===== src/rtl/enet_rx_packer_if.sv =====
// Bus bundle for enet_rx_packer: MAC RX byte stream, FIFO write side and
// frame status handshake.
//   master : the packer (consumes RX stream, drives FIFO/status)
//   slave  : the surroundings (MAC, FIFO, DMA/register side)
// Optional drop counter signals exist only with ENET_RX_DROP_CNT_EN defined.
interface enet_rx_packer_if #(
  parameter int unsigned ADDR_WIDTH = 6,
  parameter int unsigned LEN_WIDTH  = 16
);
  logic                  rx_valid;
  logic [7:0]            rx_data;
  logic                  rx_sof;
  logic                  rx_eof;
  logic                  rx_err;
  logic [ADDR_WIDTH-1:0] fifo_data_cnt;
  logic                  fifo_wready;
  logic [31:0]           fifo_wdata;
  logic                  fifo_flush;
  logic                  frame_valid;
  logic [LEN_WIDTH-1:0]  frame_len;
  logic                  frame_ready;
`ifdef ENET_RX_DROP_CNT_EN
  logic [15:0]           drop_cnt;
  logic                  drop_cnt_clr;

  modport master (
    input  rx_valid, rx_data, rx_sof, rx_eof, rx_err, fifo_data_cnt, frame_ready,
           drop_cnt_clr,
    output fifo_wready, fifo_wdata, fifo_flush, frame_valid, frame_len, drop_cnt
  );
  modport slave (
    output rx_valid, rx_data, rx_sof, rx_eof, rx_err, fifo_data_cnt, frame_ready,
           drop_cnt_clr,
    input  fifo_wready, fifo_wdata, fifo_flush, frame_valid, frame_len, drop_cnt
  );
`else
  modport master (
    input  rx_valid, rx_data, rx_sof, rx_eof, rx_err, fifo_data_cnt, frame_ready,
    output fifo_wready, fifo_wdata, fifo_flush, frame_valid, frame_len
  );
  modport slave (
    output rx_valid, rx_data, rx_sof, rx_eof, rx_err, fifo_data_cnt, frame_ready,
    input  fifo_wready, fifo_wdata, fifo_flush, frame_valid, frame_len
  );
`endif
endinterface


===== src/rtl/enet_rx_packer.sv =====
// enet_rx_packer: packs MAC RX bytes little-endian into 32-bit FIFO words,
// flushes the FIFO on bad/oversize/overflowing frames and reports each good
// frame's byte length through a valid/ready status handshake.
// Ports:
//   clk, rst_n : clock, asynchronous active-low reset
//   bus        : enet_rx_packer_if.master (RX stream in, FIFO write/flush out,
//                frame_valid/frame_len out, frame_ready in)
// Optional: define ENET_RX_DROP_CNT_EN to add the saturating dropped-frame
// counter (bus.drop_cnt) with synchronous clear (bus.drop_cnt_clr).
module enet_rx_packer #(
  parameter int unsigned ADDR_WIDTH = 6,
  parameter int unsigned LEN_WIDTH  = 16,
  parameter int unsigned MAX_LEN    = 1522
) (
  input logic              clk,
  input logic              rst_n,
  enet_rx_packer_if.master bus
);

  localparam int unsigned DEPTH = 1 << ADDR_WIDTH;
  localparam logic [ADDR_WIDTH-1:0] CNT_FULL = ADDR_WIDTH'(DEPTH - 1);

  typedef enum logic [1:0] {S_IDLE, S_RECV, S_DONE, S_DROP} state_t;

  state_t               r_state, w_state_nxt;
  logic [1:0]           r_idx, w_idx_nxt;
  logic [31:0]          r_word, w_word_nxt;
  logic [LEN_WIDTH-1:0] r_len, w_len_nxt;
  logic                 r_wready, w_wready_nxt;
  logic [31:0]          r_wdata, w_wdata_nxt;
  logic                 r_flush, w_flush_nxt;
  logic                 r_fvalid, w_fvalid_nxt;
  logic [LEN_WIDTH-1:0] r_flen, w_flen_nxt;
  logic                 w_drop;

  logic                 w_busy;
  logic [31:0]          w_packed;
  logic [LEN_WIDTH-1:0] w_len_inc;
  logic                 w_len_over;
  logic                 w_need_wr;
  logic                 w_ovf;
  logic                 w_abort;

  // A new frame may only start once the previous status is consumed and the FIFO drained
  assign w_busy = r_fvalid | (bus.fifo_data_cnt != '0);

  // Accumulator upper bytes are always zero, so OR-ing in the new lane also pads partials
  assign w_packed   = r_word | (32'(bus.rx_data) << {r_idx, 3'b000});
  assign w_len_inc  = (r_len == {LEN_WIDTH{1'b1}}) ? r_len : r_len + LEN_WIDTH'(1);
  assign w_len_over = (32'(r_len) >= MAX_LEN);
  assign w_need_wr  = (r_idx == 2'd3) | bus.rx_eof;
  assign w_ovf      = w_need_wr & (bus.fifo_data_cnt == CNT_FULL);
  assign w_abort    = bus.rx_sof | bus.rx_err | w_len_over | w_ovf;

  // State and output registers
  always_ff @(posedge clk or negedge rst_n) begin
    if (!rst_n) begin
      r_state  <= S_IDLE;
      r_idx    <= '0;
      r_word   <= '0;
      r_len    <= '0;
      r_wready <= 1'b0;
      r_wdata  <= '0;
      r_flush  <= 1'b0;
      r_fvalid <= 1'b0;
      r_flen   <= '0;
    end else begin
      r_state  <= w_state_nxt;
      r_idx    <= w_idx_nxt;
      r_word   <= w_word_nxt;
      r_len    <= w_len_nxt;
      r_wready <= w_wready_nxt;
      r_wdata  <= w_wdata_nxt;
      r_flush  <= w_flush_nxt;
      r_fvalid <= w_fvalid_nxt;
      r_flen   <= w_flen_nxt;
    end
  end

  // Next-state and output decode
  always_comb begin
    w_state_nxt  = r_state;
    w_idx_nxt    = r_idx;
    w_word_nxt   = r_word;
    w_len_nxt    = r_len;
    w_wready_nxt = 1'b0;
    w_wdata_nxt  = r_wdata;
    w_flush_nxt  = 1'b0;
    w_fvalid_nxt = r_fvalid & ~bus.frame_ready;
    w_flen_nxt   = r_flen;
    w_drop       = 1'b0;

    unique case (r_state)
      S_IDLE: begin
        if (bus.rx_valid && bus.rx_sof) begin
          if (w_busy || bus.rx_err) begin
            // Nothing written yet, so discard without flushing
            w_drop      = 1'b1;
            w_state_nxt = bus.rx_eof ? S_IDLE : S_DROP;
          end else if (bus.rx_eof) begin
            w_len_nxt    = LEN_WIDTH'(1);
            w_wready_nxt = 1'b1;
            w_wdata_nxt  = 32'(bus.rx_data);
            w_word_nxt   = '0;
            w_idx_nxt    = '0;
            w_state_nxt  = S_DONE;
          end else begin
            w_len_nxt   = LEN_WIDTH'(1);
            w_word_nxt  = 32'(bus.rx_data);
            w_idx_nxt   = 2'd1;
            w_state_nxt = S_RECV;
          end
        end
      end

      S_RECV: begin
        if (bus.rx_valid) begin
          if (w_abort) begin
            // Flush takes the place of any pending write
            w_flush_nxt = 1'b1;
            w_word_nxt  = '0;
            w_idx_nxt   = '0;
            w_len_nxt   = '0;
            w_drop      = 1'b1;
            w_state_nxt = bus.rx_eof ? S_IDLE : S_DROP;
          end else begin
            w_len_nxt = w_len_inc;
            if (w_need_wr) begin
              w_wready_nxt = 1'b1;
              w_wdata_nxt  = w_packed;
              w_word_nxt   = '0;
              w_idx_nxt    = '0;
            end else begin
              w_word_nxt = w_packed;
              w_idx_nxt  = r_idx + 2'd1;
            end
            if (bus.rx_eof) w_state_nxt = S_DONE;
          end
        end
      end

      S_DONE: begin
        w_fvalid_nxt = 1'b1;
        w_flen_nxt   = r_len;
        w_len_nxt    = '0;
        w_idx_nxt    = '0;
        w_word_nxt   = '0;
        w_state_nxt  = S_IDLE;
        // Status is about to become pending, so a frame starting here is busy-dropped
        if (bus.rx_valid && bus.rx_sof) begin
          w_drop      = 1'b1;
          w_state_nxt = bus.rx_eof ? S_IDLE : S_DROP;
        end
      end

      S_DROP: begin
        if (bus.rx_valid && bus.rx_eof) w_state_nxt = S_IDLE;
      end

      default: w_state_nxt = S_IDLE;
    endcase
  end

  assign bus.fifo_wready = r_wready;
  assign bus.fifo_wdata  = r_wdata;
  assign bus.fifo_flush  = r_flush;
  assign bus.frame_valid = r_fvalid;
  assign bus.frame_len   = r_flen;

`ifdef ENET_RX_DROP_CNT_EN
  logic [15:0] r_drop_cnt;

  // Saturating dropped-frame counter; clear wins over increment
  always_ff @(posedge clk or negedge rst_n) begin
    if (!rst_n) begin
      r_drop_cnt <= '0;
    end else if (bus.drop_cnt_clr) begin
      r_drop_cnt <= '0;
    end else if (w_drop && (r_drop_cnt != 16'hFFFF)) begin
      r_drop_cnt <= r_drop_cnt + 16'd1;
    end
  end

  assign bus.drop_cnt = r_drop_cnt;
`else
  logic w_unused_drop;
  assign w_unused_drop = w_drop;
`endif

endmodule


===== src/flat_wrapper.sv =====
// flat-port wrapper written by rule: the top's interface ports become plain ports
module enet_rx_packer_flat 
#(
  parameter int unsigned ADDR_WIDTH = 6,
  parameter int unsigned LEN_WIDTH  = 16,
  parameter int unsigned MAX_LEN    = 1522
)
  (clk, rst_n, bus_rx_valid, bus_rx_data, bus_rx_sof, bus_rx_eof, bus_rx_err, bus_fifo_data_cnt, bus_frame_ready, bus_fifo_wready, bus_fifo_wdata, bus_fifo_flush, bus_frame_valid, bus_frame_len);
  enet_rx_packer_if #(.ADDR_WIDTH(ADDR_WIDTH), .LEN_WIDTH(LEN_WIDTH)) bus_i ();
  input logic clk;
  input logic rst_n;
  input wire logic [$bits(bus_i.rx_valid)-1:0] bus_rx_valid;
  input wire logic [$bits(bus_i.rx_data)-1:0] bus_rx_data;
  input wire logic [$bits(bus_i.rx_sof)-1:0] bus_rx_sof;
  input wire logic [$bits(bus_i.rx_eof)-1:0] bus_rx_eof;
  input wire logic [$bits(bus_i.rx_err)-1:0] bus_rx_err;
  input wire logic [$bits(bus_i.fifo_data_cnt)-1:0] bus_fifo_data_cnt;
  input wire logic [$bits(bus_i.frame_ready)-1:0] bus_frame_ready;
  output wire logic [$bits(bus_i.fifo_wready)-1:0] bus_fifo_wready;
  output wire logic [$bits(bus_i.fifo_wdata)-1:0] bus_fifo_wdata;
  output wire logic [$bits(bus_i.fifo_flush)-1:0] bus_fifo_flush;
  output wire logic [$bits(bus_i.frame_valid)-1:0] bus_frame_valid;
  output wire logic [$bits(bus_i.frame_len)-1:0] bus_frame_len;
  assign bus_i.rx_valid = bus_rx_valid;
  assign bus_i.rx_data = bus_rx_data;
  assign bus_i.rx_sof = bus_rx_sof;
  assign bus_i.rx_eof = bus_rx_eof;
  assign bus_i.rx_err = bus_rx_err;
  assign bus_i.fifo_data_cnt = bus_fifo_data_cnt;
  assign bus_i.frame_ready = bus_frame_ready;
  assign bus_fifo_wready = bus_i.fifo_wready;
  assign bus_fifo_wdata = bus_i.fifo_wdata;
  assign bus_fifo_flush = bus_i.fifo_flush;
  assign bus_frame_valid = bus_i.frame_valid;
  assign bus_frame_len = bus_i.frame_len;
  enet_rx_packer #(.ADDR_WIDTH(ADDR_WIDTH), .LEN_WIDTH(LEN_WIDTH), .MAX_LEN(MAX_LEN)) u_core (.clk(clk), .rst_n(rst_n), .bus(bus_i));
endmodule

===== config.mk =====
export PLATFORM = sky130hd
export DESIGN_NAME = enet_rx_packer_flat
export DESIGN_NICKNAME = d
export VERILOG_FILES = /design/src/rtl/enet_rx_packer_if.sv /design/src/rtl/enet_rx_packer.sv /design/src/flat_wrapper.sv
export SDC_FILE = /design/constraint.sdc
export NUM_CORES = 1
export LEC_CHECK = 0
export CAP_MARGIN = 20
export CORE_MARGIN = 3
export CORE_UTILIZATION = 29
export DETAILED_ROUTE_END_ITERATION = 10
export DONT_BUFFER_PORTS = 1
export GPL_TIMING_DRIVEN = 0
export PLACE_DENSITY = 0.52
export SLEW_MARGIN = 20
export SYNTH_ARGS = -nofsm -noshare
export SYNTH_HDL_FRONTEND = slang
export SYNTH_SLANG_ARGS = --single-unit

===== constraint.sdc =====
create_clock -name clk -period 2.91 [get_ports clk]
set_clock_uncertainty 0.1 [all_clocks]
set_input_delay 0.4365 -clock clk [delete_from_list [all_inputs] [get_ports clk]]
set_output_delay 0.4365 -clock clk [all_outputs]
set_load 0.02 [all_outputs]

# After elaboration in Yosys (flattened, before gate mapping)
# Cells that the tools add are included.
dict set report totals {
  elab_cells 96
  regBits 103
  output_inout_bits 51
}
dict set report op_classes {
  shifts 1
  n_bitwise 9
  n_reduce_logical 11
  n_mux 48
  n_addsub 2
  n_lt_le_gt_ge 1
  eq_ne 15
}
# operator n
set ops {}
lappend ops {{32-bit 2-to-1 mux} 11}
lappend ops {{32-bit case mux with 3 select lines} 1}
lappend ops {{16-bit 2-to-1 mux} 5}
lappend ops {{32-bit case mux with 2 select lines} 1}
lappend ops {{16-bit case mux with 3 select lines} 1}
lappend ops {{32-bit bitwise OR} 1}
lappend ops {{8-bit by 5-bit left shift with 32-bit output} 1}
lappend ops {{2-bit 2-to-1 mux} 14}
lappend ops {{16-bit by 1-bit adder with 16-bit output (second input constant)} 1}
lappend ops {{16-bit == test (second input constant)} 1}
lappend ops {{16-bit by 11-bit greater-or-equal comparator with 1-bit output (second input constant)} 1}
lappend ops {{1-bit 2-to-1 mux} 11}
lappend ops {{8-bit 2-to-1 mux} 1}
lappend ops {{2-bit inequality test (second input constant)} 4}
lappend ops {{2-bit case mux with 4 select lines} 1}
lappend ops {{4-bit AND reduction} 2}
lappend ops {{7-bit AND reduction} 1}
lappend ops {{2-bit == test (second input constant)} 3}
lappend ops {{6-bit == test (second input constant)} 1}
lappend ops {{2-bit by 1-bit inequality test with 1-bit output (second input constant)} 3}
lappend ops {{3-bit by 2-bit inequality test with 1-bit output (second input constant)} 2}
lappend ops {{2-bit case mux with 3 select lines} 1}
lappend ops {{6-bit nonzero test} 1}
lappend ops {{1-bit bitwise OR} 5}
lappend ops {{11 further kinds} 13}

# Depth between registers and ports, before layout
# Gate-level depths: netlist of run 1.
dict set report logic_depth {
  depth_word 7
  depth_mapped 10
  ltp_nobuf 7
}

# Worst setup path after synthesis of run 1
# Ideal clock, no wire load.
dict set report synth_timing {
  path_type {flip-flop to flip-flop}
  start {register u_core.r_state[1]}
  end {register u_core.r_len[6]}
  stages_incl_launch_ff 11
  t_arrival_ps 1994
  setup_time_ps 95
  path_buffers 3
  setup_slack_ps 720
  path_cell_list {dfrtp_1 -> inv_1 -> ha_1 -> clkbuf_1 -> nand2b_1 -> a2bb2oi_1 -> a21o_1 -> clkbuf_1 -> clkbuf_1 -> a22oi_1 -> o31ai_1}
}
dict set report synth_via {
  elab_chain_cells 3
}
# element line
set synth_lines {}
lappend synth_lines {{start, declared} enet_rx_packer.sv:25} ;# state_t r_state, w_state_nxt;
lappend synth_lines {{start signal, assigned} enet_rx_packer.sv:68} ;# r_state <= w_state_nxt;
lappend synth_lines {{2-bit by 1-bit == test with 1-bit output (tied with other cells)} enet_rx_packer.sv:93} ;# unique case (r_state)
lappend synth_lines {{3-bit by 2-bit inequality test with 1-bit output (no line) (tied with other cells)} n/a}
lappend synth_lines {{5-bit AND reduction (no line)} n/a}
lappend synth_lines {{end signal, assigned} enet_rx_packer.sv:71} ;# r_len <= w_len_nxt;
lappend synth_lines {{end, declared} enet_rx_packer.sv:28} ;# logic [LEN_WIDTH-1:0] r_len, w_len_nxt;
# Parallel ways exist; a longest one is shown, timed or not.
# A chain may end at the register's enable or synchronous reset.

# Worst setup path in the final report of run 1
# Same ends and word-level chain as after synthesis.

==> impl_metrics.tcl, run 1 <==
set metrics [dict create \
    outcome "complete, but fails checks" \
    failed_checks "hold timing" \
    crit_path_start_kind "flip-flop" \
    grt_antenna_before_repair 0 \
    cts_setup_buffers 0 \
    synth_top_flop_cell "dfrtp_1" \
    clockRootBuffer "clkbuf_16" \
    clkLatencyLatePin_ps 350 \
    dpl_cell_area_sq_um 4970 \
    grt.overflow.total 0 \
    relSlewSlack 0.417 \
    end_kind "flip-flop" \
    clock_path_buffers 2 \
    row_count 45 \
    antennaDiodeCount 0 \
    synth_top_cell_by_area "dfrtp_1" \
    finalPower_uw 4470 \
    yosys_warnings 0 \
    htreeDepth 3 \
    fin_util 0.339 \
    wl_per_cell_um 18.6 \
    grt_pass1_vias 3583 \
    synth_edf_count 0 \
    ant_nets 0 \
    setup_viol 0 \
    period_share 0.917 \
    clock_power_share 0.270 \
    vias 3445 \
    drt_iter0_markers 315 \
    coreArea_sq_um 15500 \
    synth.area.top_cells "dfrtp_1 55%, mux2_2 6.2%, o2bb2ai_1 4.7%, a31oi_1 4.0%, a21oi_1 3.3%" \
    hp-class "in2async" \
    port_buffers 0 \
    worst_slack_ps 240 \
    syn_nets 461 \
    die_h_um 133 \
    via_per_inst 5.26 \
    drt_wl_total_um 12200 \
    first_pass_iters 4 \
    netlist_instances 428 \
    synth-seq-area-share 0.548 \
    p_int_uw 2780 \
    fmax_ghz 0.375 \
    rsz0062_at_grt "no" \
    hpwl_um 8580 \
    critPathRequiredTime_ps 3050 \
    netSwitchingPower_uw 1690 \
    start_util 0.303 \
    swShare 0.377 \
    drc 0 \
    cp.arrival_ps 2810 \
    nets 472 \
    path_clk_slew_ps 70 \
    die_area_sq_um 17800 \
    fin_hold_ws_ps -318 \
    cp_max_fo 10 \
    crit_type "reg2reg" \
    die_w_um 133 \
    cts_buffers 9 \
    synth.distinct_cells 47 \
    drv_cap 0 \
    ioPinCount 72 \
    period_needed_ps 2670 \
    grt_pass1_wl_um 19800 \
    drv_slew 0 \
    grt_max_degree 104 \
    powerDensity_nw_per_um2 849 \
    place_congestion 0.863 \
    synth_commonest_cells "103 x dfrtp_1, 41 x nor2_1, 31 x a21oi_1, 30 x a31oi_1, 26 x mux2_2" \
    synth_top_area_frac 0.548 \
    finalHoldViolCount 103 \
    syn2layout_area_growth_pct 11.9 \
    grt_usage 0.139 \
    ys_async_sr_fraction 1.00 \
    cts_tree "built" \
    p_seq_frac 0.423 \
    synth.avg_cell_area_sq_um 11.0 \
    drive_above_1_share 0.133 \
    p_comb_frac 0.307 \
    leakagePower_uw 0.00231 \
    tightestPinTransition_ps 868 \
    yosysMostFrequentCell "dfrtp_1" \
    synth_seq_cells 103 \
    peakVddDrop_mv 0.375 \
    synth_area_sq_um 4710 \
    n_fill_cell 1571 \
    cts.sinks 103 \
    place_ws_ps 139 \
    tns_ps 0 \
    worst-r2r-cell-count 10 \
    fin_area_sq_um 5270 \
]
-- registers in the layout, summed over array words and instances, names as in the netlist --
name                    cells
u_core.bus.fifo_wdata      32
u_core.r_word              32
u_core.bus.frame_len       16
u_core.r_len               16
u_core.r_idx                2
u_core.r_state              2
u_core.bus.fifo_flush       1
u_core.bus.fifo_wready      1
u_core.bus.frame_valid      1
-- logic make-up after synthesis --
logic type | after synthesis | synth area share
compound gates | 136 | 0.207
mux | 26 | 0.0622
fa+ha+maj | 12 | 0.0319
buf+inv | 49 | 0.0423
flops | 103 | 0.548
simple gates | 101 | 0.107
xor+xnor | 1 | 0.00186
-- power by group through the flow --
stage | Clock [uW] | Combinational (uW) | Sequential [uW]
floorplan | 0 | 1020 | 1860
CTS | 1240 | 1370 | 1890
detailed placement | 0 | 1370 | 1920
global route | 1290 | 1540 | 1920
global placement | 0 | 1330 | 1910
finish | 1210 | 1370 | 1890
-- layout by cell type (no fill, tap or decap), types with 5 or more instances in the layout --
master       n
a21oi_1     30
buf_2        8
mux2_2      26
nor4_1       5
clkbuf_1    22
o2bb2ai_1   25
nand3_1      9
ha_1        12
buf_1        5
inv_1       12
nand2_1     14
a32o_1       8
clkbuf_16    9
dfrtp_1    103
a22o_1       8
o21ai_0      6
nand4_1      7
clkbuf_2     5
nor2_1      41
a31oi_1     30
-- cell type report --
class                           count  area (sq um)  share of cell area
Buffer                             37           155              0.0295
Clock buffer                       12           236              0.0449
Clock inverter                      4          53.8              0.0102
Inverter                           12          45.0             0.00856
Multi-Input combinational cell    276          1930               0.367
Sequential cell                   103          2580               0.490
Tap cell                          211           264              0.0501
-- metrics by stage --
step | std cells | hold WS, ps
after floorplan | 428 | 40.9
after global placement | 639 | 44.3
after detailed placement | 639 | 44.1
after CTS | 655 | -330
after global routing | 655 | -333
final | 655 | -318
-- routing by layer --
metal | vias to the layer above | wire [um] | track usage
li1 | 1612 | - | -
met1 | 1737 | 5360 | 0.186
met2 | 83 | 5770 | 0.214
met3 | 13 | 868 | 0.0423
met4 | 0 | 190 | 0.0480
met5 | - | 0 | 0
-- repair_timing --
item / CTS / global route
resized for setup: 0 / 3
endpoints found under the hold margin: 103 / 103
setup endpoints to repair: 0 / 8
-- critical path: stages, from the launching register on --
cell and delay [ps]:
dfrtp_1 430, inv_1 120, ha_1 150, clkbuf_1 350, nand2b_1 100, a2bb2oi_1 300
a21o_1 120, clkbuf_1 360, clkbuf_2 310, a22oi_1 130, o31ai_1 90
-- worst paths after layout --
| path | slack (ps) | from | end |
|---|---|---|---|
| worst min-delay path | -320 | rst_n | u_core.bus.frame_len[15] |
| worst max-delay path | 240 | u_core.r_state[1] | u_core.r_len[6] |
| min in group clk | 140 | bus_rx_valid | u_core.bus.fifo_wready |
| worst max register to register | 240 | u_core.r_state[1] | u_core.r_len[6] |
| worst min register to register | 390 | u_core.r_word[5] | u_core.r_word[5] |
| max in group asynchronous | 2850 | rst_n | u_core.r_word[22] |
No activity file was read; power rests on OpenSTA's default activity.
==> run 2: changes to the inputs <==
- CTS_BUF_LIST: default -> sky130_fd_sc_hd__clkbuf_16
==> run 2 against run 1 <==
- the run still ends with hold timing left
- sequential share of layout area did not move
- utilization did not move
- register-to-register slack barely moved
- sequential cell count did not move
- cell count did not move
- cell area did not move
- critical path type unchanged
==> impl_metrics.tcl, run 2 (synthesized netlist as in run 1, its figures left out) <==
set metrics [dict create \
    outcome "complete, but fails checks" \
    failed_checks "hold timing" \
    cts_buffers 9 \
    worst-r2r-cell-count 10 \
    first_pass_iters 5 \
    path_clk_slew_ps 70 \
    clock_path_buffers 2 \
    tightestPinTransition_ps 876 \
    drt_iter0_markers 330 \
    die_area_sq_um 17800 \
    hpwl_um 8580 \
    die_w_um 133 \
    register_area_sq_um 2580 \
    fmax_ghz 0.375 \
    drive_above_1_share 0.133 \
    ioPinCount 72 \
    nets 472 \
    coreArea_sq_um 15500 \
    hp-class "in2async" \
    clockRootBuffer "clkbuf_16" \
    n_fill_cell 1571 \
    relSlewSlack 0.411 \
    use_met1 0.186 \
    clkLatencyLatePin_ps 350 \
    crit_type "reg2reg" \
    via_per_inst 5.25 \
    wl_per_cell_um 18.6 \
    grt_antenna_before_repair 0 \
    drc 0 \
    period_needed_ps 2670 \
    layout_common_cells "103 x dfrtp_1, 41 x nor2_1, 30 x a21oi_1, 30 x a31oi_1, 26 x mux2_2" \
    fin_hold_ws_ps -318 \
    critPathRequiredTime_ps 3050 \
    met3_usage 0.0423 \
    end_kind "flip-flop" \
    met2_usage 0.214 \
    grt_pass1_wl_um 19800 \
    drv_slew 0 \
    crit_path_start_kind "flip-flop" \
    r2r_end "u_core.r_len[6]" \
    leakagePower_uw 0.00232 \
    top_usage_layer "met2" \
    fin_util 0.339 \
    row_count 45 \
    grt_pass1_vias 3583 \
    place_congestion 0.863 \
    ant_nets 0 \
    grt_usage 0.139 \
    r2r_setup_slack_ps 240 \
    setup_viol 0 \
    cts_setup_buffers 0 \
    vias 3437 \
    start_util 0.303 \
    cts.sinks 103 \
    antennaDiodeCount 0 \
    cp.arrival_ps 2810 \
    multi_input_area_sq_um 1930 \
    cp_max_fo 10 \
    rsz0062_at_grt "no" \
    powerDensity_nw_per_um2 848 \
    port_buffers 0 \
    peakVddDrop_mv 0.375 \
    grt_max_degree 104 \
    drv_cap 0 \
    syn2layout_area_growth_pct 11.9 \
    cts_tree "built" \
    die_h_um 133 \
    grt.overflow.total 0 \
    finalHoldViolCount 103 \
    tns_ps 0 \
    htreeDepth 3 \
    final_common_cell "dfrtp_1" \
    drt_wl_total_um 12200 \
    r2r-start "u_core.r_state[1]" \
    period_share 0.917 \
]
[run 2: cell types whose count changed in the layout (fill, tap and decap cells not counted)]
cell / before / now
clkbuf_1: 22 / 19
inv_1: 12 / 15
[run 2: report_power, final]
group | switching [uW] | internal [uW]
combinational | 891 | 482
sequential | 261 | 1630
clock | 538 | 663
[run 2: layout make-up]
cell class | instances | area share
multi-input cells | 276 | 0.367
clock inverters | 7 | 0.0124
inverters | 12 | 0.00856
clock buffers | 9 | 0.0428
well taps | 211 | 0.0501
flip-flops and latches | 103 | 0.490
plain buffers | 37 | 0.0295
[run 2: worst max-delay path by stage]
stage                            startpoint               to  slack [ps]  depth (start not counted)
after floorplan           u_core.r_state[1]  u_core.r_len[6]         720                         10
after global placement    u_core.r_state[1]  u_core.r_len[6]         220                         10
after detailed placement  u_core.r_state[0]  u_core.r_len[6]         140                          9
after CTS                 u_core.r_state[0]  u_core.r_len[6]         130                          9
after global routing      u_core.r_state[1]  u_core.r_len[5]           6                         10
final                     u_core.r_state[1]  u_core.r_len[6]         240                         10
[run 2: per-stage QoR]
| step | hold WS (ps) | total power [uW] | cells | setup WS [ps] | cell area (sq um) |
|---|---|---|---|---|---|
| floorplan | 40.9 | 2890 | 428 | 720 | 4710 |
| global placement | 44.3 | 3250 | 639 | 221 | 4970 |
| detailed placement | 44.1 | 3290 | 639 | 139 | 4970 |
| CTS | -330 | 4500 | 655 | 127 | 5260 |
| global route | -333 | 4740 | 655 | 5.69 | 5270 |
| finish | -318 | 4460 | 655 | 241 | 5270 |
[run 2: metal layers]
layer	routed length (um)	part of all wire	vias to the layer above
li1	-	-	1610
met1	5400	0.44	1727
met2	5750	0.47	87
met3	852	0.070	13
met4	190	0.016	0
met5	0	0	-
[run 2: what timing repair did]
item	4_1_cts	5_1_grt
setup endpoints to repair	0	8
hold endpoints to repair	103	103
resized for setup	0	3
[run 2: critical path: stages, from the launching register on]
cell and delay [ps]:
dfrtp_1 430, inv_1 120, ha_1 150, clkbuf_1 350
nand2b_1 100, a2bb2oi_1 300, a21o_1 120, clkbuf_1 360
clkbuf_2 320, a22oi_1 130, o31ai_1 90
==> run 3: changes to the inputs <==
- PLACE_DENSITY: 0.52 -> 0.53
- REMOVE_ABC_BUFFERS: default -> 1
- clock period: 2.91 -> 2.4 ns (I/O delays scaled with it)
==> run 3 against run 2 <==
- fmax is 16% higher
- the flow still finishes with violations (hold timing)
- sequential share of layout area down 1.0 points
- worst setup slack got worse by 140 ps
- largest power group unchanged
- critical endpoint is now u_core.r_word[1]
- clock power is 18% higher
- largest cell class unchanged
- die area unchanged
- count of clock-buffer cells in the layout stayed put
==> impl_metrics.tcl, run 3 (synthesized netlist as in run 1, its figures left out) <==
set metrics [dict create \
    relSlewSlack 0.401 \
    critical-path-top-delay-family "simple AND/OR/NAND/NOR gates" \
    leakagePower_uw 0.00230 \
    fin_util 0.346 \
    drive_above_1_share 0.181 \
    drt_iter0_markers 244 \
    tightestPinTransition_ps 891 \
    grt.overflow.total 0 \
    hp-class "in2async" \
    netSwitchingPower_uw 2270 \
    met3_usage 0.0461 \
    path_clk_slew_ps 80 \
    cp-startpoint "u_core.r_len[0]" \
    clock_path_buffers 2 \
    drt_wl_total_um 12800 \
    slowest_stage "or4_4" \
    powerDensity_nw_per_um2 1070 \
    drc 0 \
    tns_ps 0 \
    failed_checks "hold timing" \
    multi_input_area_sq_um 2110 \
    met2_usage 0.217 \
    register_area_sq_um 2580 \
    worst_slack_ps 96.6 \
    final_common_cell "dfrtp_1" \
    first_pass_iters 4 \
    syn2layout_area_growth_pct 14.3 \
    slowest_delay_ps 520 \
    cp_num_buf_inv 1 \
    outcome "complete, but fails checks" \
    swShare 0.395 \
    grt_antenna_before_repair 0 \
    cp_max_fo 8 \
    period_share 0.960 \
    clockRootBuffer "clkbuf_16" \
    hold_buffers 1 \
    end_kind "flip-flop" \
    path_cells "inv_1 -> ha_1 -> nor4_2 -> or4_4 -> and3_4 -> a41o_4 -> a32o_1" \
    die_area_sq_um 17800 \
    fin_hold_ws_ps -401 \
    vias 3400 \
    fin_area_sq_um 5380 \
    place_ws_ps -628 \
    start_util 0.303 \
    die_h_um 133 \
    crit_path_start_kind "flip-flop" \
    grt_pass1_vias 3419 \
    crit_type "reg2reg" \
    p_int_uw 3490 \
    finalHoldViolCount 103 \
    antennaDiodeCount 0 \
    via_per_inst 5.39 \
    row_count 45 \
    place_congestion 0.824 \
    ioPinCount 72 \
    htreeDepth 3 \
    n_fill_cell 1578 \
    drv_slew 0 \
    fmax_ghz 0.434 \
    clkLatencyLatePin_ps 350 \
    dpl_cell_area_sq_um 4860 \
    grt_max_degree 104 \
    top_usage_layer "met2" \
    peakVddDrop_mv 0.463 \
    grt_pass1_wl_um 19900 \
    cts.sinks 103 \
    cts_buffers 9 \
    period_needed_ps 2300 \
    critPathRequiredTime_ps 2540 \
    layout_common_cells "103 x dfrtp_1, 40 x nor2_1, 30 x a31oi_1, 29 x a21oi_1, 26 x mux2_2" \
    grt_usage 0.143 \
    cts_tree "built" \
    p_seq_frac 0.401 \
    cp.arrival_ps 2440 \
    use_met1 0.192 \
    hpwl_um 7540 \
    r2r-start "u_core.r_len[0]" \
    nets 448 \
    p_comb_frac 0.353 \
    clock_power_share 0.246 \
    ant_nets 0 \
    r2r_setup_slack_ps 100 \
    wl_per_cell_um 20.2 \
    drv_cap 0 \
    rsz0062_at_grt "no" \
    setup_viol 0 \
    port_buffers 0 \
    coreArea_sq_um 15500 \
    die_w_um 133 \
]
## run 3: cell types whose count changed in the layout (fill, tap and decap cells not counted), moves of 3 or more
| cell | before | now |
|---|---|---|
| clkbuf_1 | 19 | 0 |
| buf_2 | 8 | 0 |
| buf_4 | 0 | 6 |
| buf_1 | 5 | 0 |
| clkbuf_2 | 5 | 0 |
| a21oi_4 | 0 | 3 |
| ha_1 | 12 | 9 |
| inv_1 | 15 | 12 |
## run 3: worst paths after layout
check                      depth (start not counted)                      end
max in group asynchronous                          0        u_core.r_state[1]
setup reg to reg                                   7         u_core.r_word[1]
min in group clk                                   2   u_core.bus.fifo_wready
hold / removal                                     0  u_core.bus.frame_len[3]
setup / recovery                                   7         u_core.r_word[1]
hold reg to reg                                    2        u_core.r_word[17]
## run 3: what timing repair did
item / in CTS / in global routing
gates cloned: 3 / 1
buffers inserted: 2 / 5
pin swaps: 2 / 2
hold endpoints to repair: 104 / 103
setup endpoints to repair: 83 / 50
resized for setup: 16 / 8
## run 3: layout make-up
cell class	count	share of cell area
multi-input cells	280	0.392
clock buffers	9	0.0419
repair buffers	9	0.0191
well taps	211	0.0491
clock inverters	7	0.0105
inverters	12	0.00837
flip-flops and latches	103	0.479
## run 3: power groups by stage
| stage | Sequential, uW | Combinational, uW | Clock [uW] |
|---|---|---|---|
| after floorplan | 2260 | 1140 | 0 |
| after global placement | 2320 | 1440 | 0 |
| after detailed placement | 2340 | 1630 | 0 |
| after CTS | 2310 | 1920 | 1440 |
| after global routing | 2340 | 2190 | 1520 |
| final | 2310 | 2030 | 1420 |
## run 3: worst reg2reg max path, stage by stage (launching register included)
cell and delay, ps:
dfrtp_1 420, inv_1 90, ha_1 160, nor4_2 60
or4_4 520, and3_4 260, a41o_4 320, a32o_1 270
## run 3: metal layers
metal | vias to the layer above | part of all wire
li1 | 1586 | -
met1 | 1715 | 0.45
met2 | 86 | 0.47
met3 | 13 | 0.065
met4 | 0 | 0.016
met5 | - | 0
## run 3: per-stage QoR
stage,total power [uW],instances
2_1_floorplan,3400,391
3_3_place_gp,3760,602
3_5_place_dp,3970,603
4_1_cts,5680,625
5_1_grt,6050,631
6_report,5760,631
